==> src/rtl/derandomizer_pkg.sv <==
// Shared constants and helpers for the Gold-sequence derandomizer.
// Contents: symbol width, LFSR seeds, feedback and key tap masks, the FSM
// state type with its state constants, and the LFSR/key helper functions that
// are also reused by the transmit-side randomizer.
package derandomizer_pkg;

   localparam int unsigned SYM_W  = 2;
   localparam int unsigned LFSR_W = 18;
   localparam int unsigned CNT_W  = 16;

   localparam logic [LFSR_W-1:0] X_SEED = 18'h00001;
   localparam logic [LFSR_W-1:0] Y_SEED = 18'h3FFFF;

   // Feedback taps: x uses bits 7,0; y uses bits 10,7,5,0.
   localparam logic [LFSR_W-1:0] X_FB_TAPS  = 18'h00081;
   localparam logic [LFSR_W-1:0] Y_FB_TAPS  = 18'h004A1;
   // Key bit1 taps: x bits 4,6,15; y bits 5,6,8..15.
   localparam logic [LFSR_W-1:0] X_KEY_TAPS = 18'h08050;
   localparam logic [LFSR_W-1:0] Y_KEY_TAPS = 18'h0FF60;

   typedef logic [0:0] state_t;
   localparam state_t ST_IDLE = 1'b0;
   localparam state_t ST_RUN  = 1'b1;

   // Right-shifting Fibonacci LFSR step; the parity of the tapped bits enters at the MSB.
   function automatic logic [LFSR_W-1:0] lfsr_next(input logic [LFSR_W-1:0] s,
                                                   input logic [LFSR_W-1:0] taps);
      return {^(s & taps), s[LFSR_W-1:1]};
   endfunction

   function automatic logic [SYM_W-1:0] gold_key(input logic [LFSR_W-1:0] x,
                                                 input logic [LFSR_W-1:0] y);
      return {(^(x & X_KEY_TAPS)) ^ (^(y & Y_KEY_TAPS)), x[0] ^ y[0]};
   endfunction

endpackage

==> src/rtl/derandomizer_gold_seq_gen.sv <==
// gold_seq_gen: pair of 18-bit LFSRs (x, y) producing a 2-bit Gold key per step.
// Shared between the randomizer and the derandomizer so both ends agree.
// Ports:
//   clk     - clock, rising edge
//   reset   - synchronous active-high reset, returns x/y to their seeds
//   load    - take the key from the seed state and restart the sequence from it
//   advance - step the sequence once (after the load when both are set)
//   key     - key for the current step (seed key while load is high)
module gold_seq_gen
   import derandomizer_pkg::*;
(
   input  logic             clk,
   input  logic             reset,
   input  logic             load,
   input  logic             advance,
   output logic [SYM_W-1:0] key
);

   logic [LFSR_W-1:0] x_q, y_q;
   logic [LFSR_W-1:0] x_base, y_base;

   // Loading behaves as if the registers already held the seeds, so the key
   // and the following step both come from the seed state in the same cycle.
   always_comb begin
      x_base = load ? X_SEED : x_q;
      y_base = load ? Y_SEED : y_q;
      key    = gold_key(x_base, y_base);
   end

   always_ff @(posedge clk) begin
      if (reset) begin
         x_q <= X_SEED;
         y_q <= Y_SEED;
      end else if (advance) begin
         x_q <= lfsr_next(x_base, X_FB_TAPS);
         y_q <= lfsr_next(y_base, Y_FB_TAPS);
      end else if (load) begin
         x_q <= X_SEED;
         y_q <= Y_SEED;
      end
   end

endmodule

==> src/rtl/derandomizer.sv <==
// derandomizer: strips the Gold-sequence scrambling from a framed stream of
// 2-bit symbols. A frame starts on i_sof, lasts FRAME_SYMS symbols, and the
// generator restarts from its seeds at every i_sof. Symbols outside a frame
// are dropped. One-deep registered output with valid/ready handshake.
// Ports:
//   i_clk, i_reset             - clock, synchronous active-high reset
//   i_valid, i_data, i_sof     - upstream symbol, start-of-frame marker
//   o_ready                    - upstream may transfer (!o_valid || i_ready)
//   o_valid, o_data            - derandomized symbol
//   o_sof, o_eof               - first / last symbol of a frame
//   i_ready                    - downstream accepts
//   o_resync_cnt               - drop + resync event count (saturating)
// Build option: define DERANDOMIZER_STATS_EN to include the event counter;
// otherwise o_resync_cnt is tied to zero.
module derandomizer
   import derandomizer_pkg::*;
#(
   parameter int unsigned FRAME_SYMS = 64
) (
   input  logic             i_clk,
   input  logic             i_reset,
   input  logic             i_valid,
   input  logic [SYM_W-1:0] i_data,
   input  logic             i_sof,
   output logic             o_ready,
   output logic             o_valid,
   output logic [SYM_W-1:0] o_data,
   output logic             o_sof,
   output logic             o_eof,
   input  logic             i_ready,
   output logic [CNT_W-1:0] o_resync_cnt
);

   localparam logic [CNT_W-1:0] LAST_IDX = CNT_W'(FRAME_SYMS - 1);

   state_t           state_q, state_d;
   logic [CNT_W-1:0] sym_cnt_q, sym_cnt_d;
   logic             accept, out_xfer;
   logic             gen_load, gen_adv;
   logic             emit, sof_d, eof_d;
   logic [SYM_W-1:0] key;

   always_comb begin
      o_ready  = !o_valid || i_ready;
      accept   = i_valid && o_ready;
      out_xfer = o_valid && i_ready;
   end

   always_comb begin
      state_d   = state_q;
      sym_cnt_d = sym_cnt_q;
      gen_load  = 1'b0;
      gen_adv   = 1'b0;
      emit      = 1'b0;
      sof_d     = 1'b0;
      eof_d     = 1'b0;
      if (accept) begin
         if (i_sof) begin
            // Start or restart a frame; symbol 0 is never the last one.
            gen_load  = 1'b1;
            gen_adv   = 1'b1;
            emit      = 1'b1;
            sof_d     = 1'b1;
            sym_cnt_d = CNT_W'(1);
            state_d   = ST_RUN;
         end else if (state_q == ST_RUN) begin
            gen_adv = 1'b1;
            emit    = 1'b1;
            if (sym_cnt_q == LAST_IDX) begin
               eof_d     = 1'b1;
               sym_cnt_d = '0;
               state_d   = ST_IDLE;
            end else begin
               sym_cnt_d = sym_cnt_q + CNT_W'(1);
            end
         end
      end
   end

   always_ff @(posedge i_clk) begin
      if (i_reset) begin
         state_q   <= ST_IDLE;
         sym_cnt_q <= '0;
      end else begin
         state_q   <= state_d;
         sym_cnt_q <= sym_cnt_d;
      end
   end

   gold_seq_gen u_gen (
      .clk     (i_clk),
      .reset   (i_reset),
      .load    (gen_load),
      .advance (gen_adv),
      .key     (key)
   );

   // emit implies o_ready, so held output is never overwritten while stalled.
   always_ff @(posedge i_clk) begin
      if (i_reset) begin
         o_valid <= 1'b0;
         o_data  <= '0;
         o_sof   <= 1'b0;
         o_eof   <= 1'b0;
      end else if (emit) begin
         o_valid <= 1'b1;
         o_data  <= i_data ^ key;
         o_sof   <= sof_d;
         o_eof   <= eof_d;
      end else if (out_xfer) begin
         o_valid <= 1'b0;
      end
   end

`ifdef DERANDOMIZER_STATS_EN
   logic             stat_ev;
   logic [CNT_W-1:0] stat_q;

   // Drop (no frame open) and resync (i_sof inside a frame) are exclusive per accept.
   always_comb begin
      stat_ev = accept && (i_sof ? (state_q == ST_RUN) : (state_q == ST_IDLE));
   end

   always_ff @(posedge i_clk) begin
      if (i_reset) begin
         stat_q <= '0;
      end else if (stat_ev && (stat_q != {CNT_W{1'b1}})) begin
         stat_q <= stat_q + CNT_W'(1);
      end
   end

   assign o_resync_cnt = stat_q;
`else
   assign o_resync_cnt = '0;
`endif

endmodule

==> config.mk <==
export PLATFORM = sky130hd
export DESIGN_NAME = derandomizer
export DESIGN_NICKNAME = d
export VERILOG_FILES = /design/src/rtl/derandomizer_pkg.sv /design/src/rtl/derandomizer_gold_seq_gen.sv /design/src/rtl/derandomizer.sv
export SDC_FILE = /design/constraint.sdc
export NUM_CORES = 1
export LEC_CHECK = 0
export CORE_UTILIZATION = 35
export CTS_CLUSTER_DIAMETER = 200
export DETAILED_ROUTE_END_ITERATION = 16
export DONT_BUFFER_PORTS = 1
export HOLD_SLACK_MARGIN = 0.15
export PLACE_DENSITY_LB_ADDON = 0.15
export SYNTH_ARGS = -nofsm -noshare
export SYNTH_HDL_FRONTEND = slang
export SYNTH_SLANG_ARGS = --single-unit
export TNS_END_PERCENT = 30
==> constraint.sdc <==
create_clock -name i_clk -period 1.8 [get_ports i_clk]
set_input_delay 0.27 -clock i_clk [delete_from_list [all_inputs] [get_ports i_clk]]
set_output_delay 0.27 -clock i_clk [all_outputs]
set_load 0.005 [all_outputs]
# == After elaboration in Yosys (flattened, before gate mapping) ==
# Cells that the tools add are included.
# word_totals
word_cells,45
out_inout_bits,22
ff_bits,58
# classes
reduce_logical,11
muxes,21
eq_ne,1
add_sub_neg,1
bitwise_logic,3
# op_table
operator,n
18-bit 2-to-1 mux,4
18-bit parity,4
16-bit 2-to-1 mux,3
"16-bit by 1-bit adder with 16-bit output, second input constant",1
"16-bit by 6-bit equality test with 1-bit output, second input constant",1
1-bit 2-to-1 mux,14
2-bit nonzero test,2
1-bit logical AND,2
2-bit AND reduction,1
1-bit bitwise XOR,2
2-bit bitwise XOR,1
1-bit zero test,1
1-bit logical OR,1

# == Longest topological paths before layout ==
# Gate-level depths: netlist of run 1.
# depth
depth_word,8
ltp_mapped,7
depth_no_buf,6

# == Cells and area by module ==
# A second synthesis of run 1 with hierarchy kept.
# unflattened
cells_unflattened,291
hier_area_um2,2670.1
# modules_own_cells
mod,cells_per_inst,seq_area_each_um2,instances,area_per_inst_um2
gold_seq_gen,138,720.7,1,1453.9
derandomizer,153,440.4,1,1216.2

# == Least setup slack after synthesis of run 1 ==
# No wires, ideal clock.
# synth_path
path_type,register to register
start,reg sym_cnt_q[0]
end,reg sym_cnt_q[14]
arrival_ns,1.594
path_stages_with_launch,8
path_slack_ns,0.115
path_buffers,1
setup_time_ns,0.091
period_less_slack_ns,1.685
cell_sequence,dfxtp_1 > ha_1 > and4_4 > and4_1 > buf_6 > nor3_4 > a41oi_1 > a311oi_1
# synth_between
elab_chain_cells,4
# synth_lines
element,line,source
start: declaration,derandomizer.sv:37,"logic [CNT_W-1:0] sym_cnt_q, sym_cnt_d;"
start signal: assignment,derandomizer.sv:86,sym_cnt_q <= sym_cnt_d;
16-bit by 1-bit adder with 16-bit output or 16-bit by 6-bit equality test with 1-bit output (tied branches),"derandomizer.sv:74, derandomizer.sv:69",
16-bit 2-to-1 mux *,derandomizer.sv:69,if (sym_cnt_q == LAST_IDX) begin
16-bit 2-to-1 mux *,derandomizer.sv:66,end else if (state_q == ST_RUN) begin
16-bit 2-to-1 mux *,derandomizer.sv:58,if (i_sof) begin
# Every way passes the cells marked *; elsewhere a longest branch is shown, timed or not. The select of a mux whose other input is x is not followed.
# A chain may end at the register's enable or synchronous reset.

# == Worst setup path after layout of run 1 ==
# layout_path
start,reg sym_cnt_q[1]
end,reg sym_cnt_q[14]
# The elaborated chain is that of the path after synthesis.

==> impl_metrics.ini, run 1 <==
[final_layout]
n_antenna_cell = 0
finish.instance_area_um2 = 3010
fill_cells = 751
area_growth_pct = 14.9
fin_nets = 320
regArea_um2 = 1160
final-instance-count-excl-fill = 416
multi_input_area_um2 = 1330
drive_gt1_share_pct = 15.1

[logic_synthesis]
synth_area_um2 = 2620
yosys.area.top_type = dfxtp_1
synth_simple_gate_area_share_pct = 25.9
postSynthAreaPerCell_um2 = 8.74
synth_top_family_by_area = simple AND/OR/NAND/NOR gates
synth.distinct_cells = 45
synth_edf_count = 0
syn_inst = 300
yosys.area_share.adder_pct = 0.477
async_reset_ff_share_pct = 0
ys_ff_latch = 58
synth_ff_type = dfxtp_1
synth_top_area_share_pct = 44.3
ys_seq_area_share_pct = 44.3
synth-xor-area-share_pct = 8.93
synth_mux_area_share_pct = 0.764
yosysWarnings = 0
yosys-top-cells-area = dfxtp_1, nand2_1, xnor2_1, nor2_1, nand3_1
synth-compound-area-share_pct = 10.9

[cts]
cts_buffers = 9
cts.clk_slew.worst_paths_ns = 0.07
h-tree-depth = 3
cts_tree = yes
clk_latency_ns = 0.33
clock_sinks = 58
clock-root-buffer = clkbuf_8
cts_buffer_depth = 2

[detailed_routing]
first_iter_violations = 110
drc_errors = 0
vias = 2031
routed_wl_um = 5430
antenna_left = 0
dr.pass1.iters = 4
wire_per_inst_um = 13.1
via_per_inst = 4.88

[worst_setup_path]
worstPathCellList = ha_4 -> and4_4 -> and4_4 -> nor3_4 -> o21ai_1 -> a311oi_1
crit_path_start_kind = register
critPathTopFamily = simple AND/OR/NAND/NOR gates
crit_slowest_cell = dfxtp_2
critPathKind = reg -> reg
arrival_ns = 1.93
required_ns = 2.05
max_stage_delay_ns = 0.34
critical_path_buf_inv_count = 0
cpMostUsedCell = and4_4
end_kind = register
cp_max_fo = 6

[power]
finalPower_mw = 2.76
power_density_nw_per_um2 = 915
ir_drop_v = 0.000309
leakagePower_nw = 1.21

[floorplan]
io_pins = 29
fp-row-count = 31
start_util_pct = 36.1
die_area_um2 = 7840
core_area_um2 = 7250
fp.dieH_um = 88.5
fp.dieW_um = 88.5

[place]
place_area_um2 = 2710
dpl.hpwl_um = 3490
io_buffer_count = 0
dp.cells = 395
place_ws_ns = 0.00581
gp_congestion = 0.768

[sta]
max_freq_mhz = 594
fin_tns_setup_ns = 0
finalCritPeriodShare_pct = 93.5
rsz0062_at_grt = false
min_period_ns = 1.68
slew_viol_final = 0
finalSetupViolations = 0
fin_skew_ns = 0.0101
worst_slack_ns = 0.117
hold_viol = 0

[grt]
grtUsageTotal_pct = 15.4
grt_max_degree = 34
grt_pass1_vias = 1853
globalRouteOverflowTotal = 0
grt_pass1_wl_um = 8980
antenna_found_initial = 0

[outcome]
status = finished, final reports clean

[min_path]
hold_path_class = in -> reg

[job]
cap_violations = 0
-- where the power goes --
group,leakage (nW),switching (mW),internal [mW]
Combinational,0.632,0.124,0.0975
Clock,0.103,0.517,0.672
Sequential,0.471,0.0278,1.32
Total,1.21,0.669,2.09
-- flip-flops by register name, indices dropped and copies added (netlist names) --
name and count:
o_eof 1, sym_cnt_q 16, o_valid 1, u_gen.y_q 18, state_q 1, u_gen.x_q 18, o_data 2, o_sof 1
-- timing repair --
item                                    4_1_cts  5_1_grt
buffers inserted                              0        0
hold buffers                                  5        0
pin swaps                                     0        3
resized for setup                             1       11
hold endpoints to repair                     32        0
endpoints found under the setup margin        2       15
-- cell usage in the layout, fill, tap and decap left out, types with 3 or more instances in the layout --
master,n
clkbuf_8,10
clkinv_2,3
nand2_1,42
a311oi_1,3
and3_1,4
conb_1,16
xnor2_1,16
nor2_1,37
a21oi_1,7
nand3_1,25
nor3_1,10
dlygate4sd3_1,4
o21ai_0,4
dfxtp_1,57
a22oi_1,16
buf_4,13
xnor3_1,3
-- cells in the mapped netlist (2+ instances only) --
| cell | count |
|---|---|
| dfxtp_1 | 58 |
| nand2_1 | 43 |
| nor2_1 | 37 |
| nand3_1 | 26 |
| a22oi_1 | 16 |
| buf_4 | 16 |
| xnor2_1 | 16 |
| nor3_1 | 10 |
| clkbuf_1 | 8 |
| a21oi_1 | 7 |
| buf_2 | 7 |
| o21ai_0 | 5 |
| and3_1 | 4 |
| a311oi_1 | 3 |
| buf_6 | 3 |
| xnor3_1 | 3 |
| xor2_1 | 3 |
| a221o_1 | 2 |
| inv_1 | 2 |
| mux2i_1 | 2 |
| nand4_1 | 2 |
| nor4_1 | 2 |
| nor4b_1 | 2 |
| or3_1 | 2 |
-- layout make-up --
cell class / instances / share of cell area (%)
Sequential cell: 58 / 38.6
Multi-Input combinational cell: 221 / 44.3
Clock buffer: 11 / 4.69
Clock inverter: 5 / 1.79
Inverter: 2 / 0.249
Timing Repair Buffer: 20 / 6.27
Tap cell: 99 / 4.11
-- routing by layer --
layer  share of wire, %  routed length, um  track usage [%]  vias to the layer above
li1                   -                  -                -                     1032
met1                 51               2790             20.5                      961
met2                 45               2420             21.7                       34
met3                3.3                179             5.22                        4
met4               0.83                 45             8.21                        0
met5                  0                  0                0                        -
-- logic make-up (layout without fill, tap and decap cells) --
| logic type | count (synthesis) | count (layout) |
|---|---|---|
| adders and majority gates | 1 | 1 |
| DFF | 58 | 58 |
| AOI/OAI and AO/OA | 40 | 40 |
| other | 1 | 16 |
| and+or+nand+nor | 140 | 140 |
| muxes | 2 | 2 |
| buffers and inverters | 36 | 38 |
| xor gates and xnor gates | 22 | 22 |
-- metrics by stage --
step | hold WS, ns | utilization (%)
after floorplan | 0.415 | -
after CTS | 0.187 | 40.9
final | 0.203 | 41.5
after global routing | 0.191 | 41.5
after detailed placement | 0.348 | 37.3
after global placement | 0.347 | 37.3
-- worst paths after layout --
check / startpoint / to / slack [ns] / cells past startpoint
worst max-delay path: sym_cnt_q[1]$_SDFFE_PP0P_ / sym_cnt_q[14]$_SDFFE_PP0P_ / 0.12 / 6
worst min-delay path: i_ready / o_valid$_SDFFE_PP0P_ / 0.20 / 2
worst max register to register: sym_cnt_q[1]$_SDFFE_PP0P_ / sym_cnt_q[14]$_SDFFE_PP0P_ / 0.12 / 6
worst min register to register: u_gen.y_q[3]$_SDFF_PP1_ / u_gen.y_q[2]$_SDFF_PP1_ / 0.47 / 2
No activity file was read; power rests on OpenSTA's default activity.
==> inputs of run 2 (changes only) <==
--- a/config.mk
+++ b/config.mk
@@ -5,6 +5,7 @@
 export SDC_FILE = /design/constraint.sdc
 export NUM_CORES = 1
 export LEC_CHECK = 0
+export ABC_AREA = 1
 export CORE_UTILIZATION = 35
 export CTS_CLUSTER_DIAMETER = 200
 export DETAILED_ROUTE_END_ITERATION = 16
==> run 2 against run 1 <==
  * Worst setup slack gained 0.026 ns
  * Utilization shrank 0.90 points
  * Sequential power is essentially flat
  * Routed wire length grew 17%
  * Via count grew 21%
  * Final area grew 5.9%
  * Critical path depth grew 3
  * Non-clock buffer count shrank 5
  * Register-to-register slack gained 0.03 ns
  * Fmax grew 1.6%
  * Critical path type unchanged
  * Largest cell class unchanged
==> impl_metrics.ini, run 2 <==
[sta]
worst_slack_ns = 0.143
hold_viol = 0
finalSetupViolations = 0
fin_skew_ns = 0.0134
min_period_ns = 1.66
slew_viol_final = 0
max_freq_mhz = 603
finalCritPeriodShare_pct = 92.1
rsz0062_at_grt = true

[worst_setup_path]
crit_path_start_kind = register
required_ns = 2.03
arrival_ns = 1.88
end_kind = register
r2r_start = sym_cnt_q[2]$_SDFFE_PP0P_
cp_max_fo = 5
startpoint = sym_cnt_q[2]$_SDFFE_PP0P_
critPathKind = reg -> reg

[grt]
grt_pass1_vias = 2252
grt_max_degree = 40
antenna_found_initial = 0
grtUsageTotal_pct = 16.6
grt_pass1_wl_um = 11100
globalRouteOverflowTotal = 0

[floorplan]
core_area_um2 = 7850
start_util_pct = 36.7
io_pins = 29
fp-row-count = 32
die_area_um2 = 8600
fp.dieH_um = 92.7
fp.dieW_um = 92.7

[cts]
clk_latency_ns = 0.34
cts_tree = yes
clock-root-buffer = clkbuf_8
cts.clk_slew.worst_paths_ns = 0.07
cts_buffers = 9
h-tree-depth = 3
clock_sinks = 58
cts_buffer_depth = 2

[logic_synthesis]
yosys.area_share.adder_pct = 0.434
syn_inst = 398
synth_simple_gate_area_share_pct = 27.2
synth-compound-area-share_pct = 16.6
yosys.area.top_type = dfxtp_1
ys_seq_area_share_pct = 40.3
synth_area_um2 = 2880
synth_top_family_by_area = simple AND/OR/NAND/NOR gates
postSynthAreaPerCell_um2 = 7.24
synth-xor-area-share_pct = 0.912
synth_ff_type = dfxtp_1
synth_top_area_share_pct = 40.3
synthTopCellsByCount = nand2_1, dfxtp_1, inv_1
synth_mux_area_share_pct = 0
synth.distinct_cells = 36
ys_ff_latch = 58
synth_most_common_cell = nand2_1
async_reset_ff_share_pct = 0
yosys-top-cells-area = dfxtp_1, nand2_1, inv_1, a21oi_1, nand3_1
yosysWarnings = 0
synth_edf_count = 0

[detailed_routing]
vias = 2464
drc_errors = 0
antenna_left = 0
dr.pass1.iters = 6
first_iter_violations = 91
routed_wl_um = 6370
wire_per_inst_um = 12.4
via_per_inst = 4.80

[power]
p_switching_mw = 0.725
intPower_mw = 2.00
finalPower_mw = 2.73
p_clk_share_pct = 38.6
ir_drop_v = 0.000557
leakagePower_nw = 1.45
power_density_nw_per_um2 = 855
p_comb_share_pct = 11.5
seq_power_share_pct = 49.9
p_sw_share_pct = 26.6

[place]
io_buffer_count = 0
place_ws_ns = 0.136
gp_congestion = 0.833
dp.cells = 497
dpl.hpwl_um = 4390

[final_layout]
n_antenna_cell = 0
mostFrequentLayoutCells = nand2_1, dfxtp_1, inv_1
layout_commonest_cell = nand2_1
utilization_pct = 40.6
reg_top3 = u_gen.x_q x18, u_gen.y_q x18, sym_cnt_q x16
final-instance-count-excl-fill = 513
fin_nets = 415
drive_gt1_share_pct = 11.4
area_growth_pct = 10.6
fill_cells = 851

[min_path]
hold_path_class = in -> reg
hp-start = i_valid

[outcome]
status = finished, final reports clean

[job]
cap_violations = 0
run 2: metal layers:
layer	GRT usage (%)	vias up	routed length, um	share of wire (%)
met5	0	-	0	0
met2	25.3	29	2850	45
li1	-	1310	-	-
met3	4.93	8	205	3.2
met1	21.9	1117	3220	51
met4	6.15	0	91	1.4
run 2: per-stage QoR:
step           TNS [ns]  cell area [um2]  hold slack (ns)
2_1_floorplan         0             2940            0.441
3_3_place_gp          0             2990            0.344
3_5_place_dp          0             2990            0.348
4_1_cts               0             3180            0.169
5_1_grt         -0.0236             3190            0.174
6_report              0             3190            0.183
run 2: repair_timing:
item | in CTS | in global routing
buffers inserted | 0 | 0
resized for setup | 0 | 3
setup endpoints to repair | 0 | 2
endpoints found under the hold margin | 33 | 0
hold buffers | 1 | 0
run 2: final cells by class:
cell class,count,area [um2],share of cell area [%]
multi-input combinational,267,1370,42.9
sequential,58,1160,36.4
inverter,56,210,6.59
clock buffer,12,155,4.87
timing repair buffer,15,150,4.71
tap,102,128,4.00
clock inverter,3,15.0,0.471
run 2: critical path, stage by stage (launching register included):
cell	delay [ns]
dfxtp_1	0.40
nand3_2	0.12
nor2_2	0.13
nand2_2	0.09
nor3_4	0.24
nand3_2	0.19
nor3_4	0.20
nand2_1	0.07
nand2_1	0.07
a21oi_2	0.05
run 2: worst paths after layout:
check,to,slack [ns],depth (start not counted)
setup / recovery,sym_cnt_q[11]$_SDFFE_PP0P_,0.14,9
hold / removal,state_q$_SDFFE_PP0N_,0.18,2
setup reg to reg,sym_cnt_q[11]$_SDFFE_PP0P_,0.14,9
hold reg to reg,u_gen.x_q[2]$_SDFF_PP0_,0.46,2
run 2: cell families after synthesis:
| family | after synthesis |
|---|---|
| compound gates | 81 |
| xor+xnor | 3 |
| fa+ha+maj | 1 |
| buf+inv | 88 |
| flops | 58 |
| other cells | 1 |
| simple gates | 166 |
run 2: power groups by stage:
stage	clock, mW	combinational [mW]	sequential [mW]
after floorplan	0	0.267	1.38
after global routing	1.15	0.362	1.36
after global placement	0	0.298	1.39
after CTS	1.09	0.316	1.36
final	1.05	0.314	1.36
after detailed placement	0	0.298	1.39
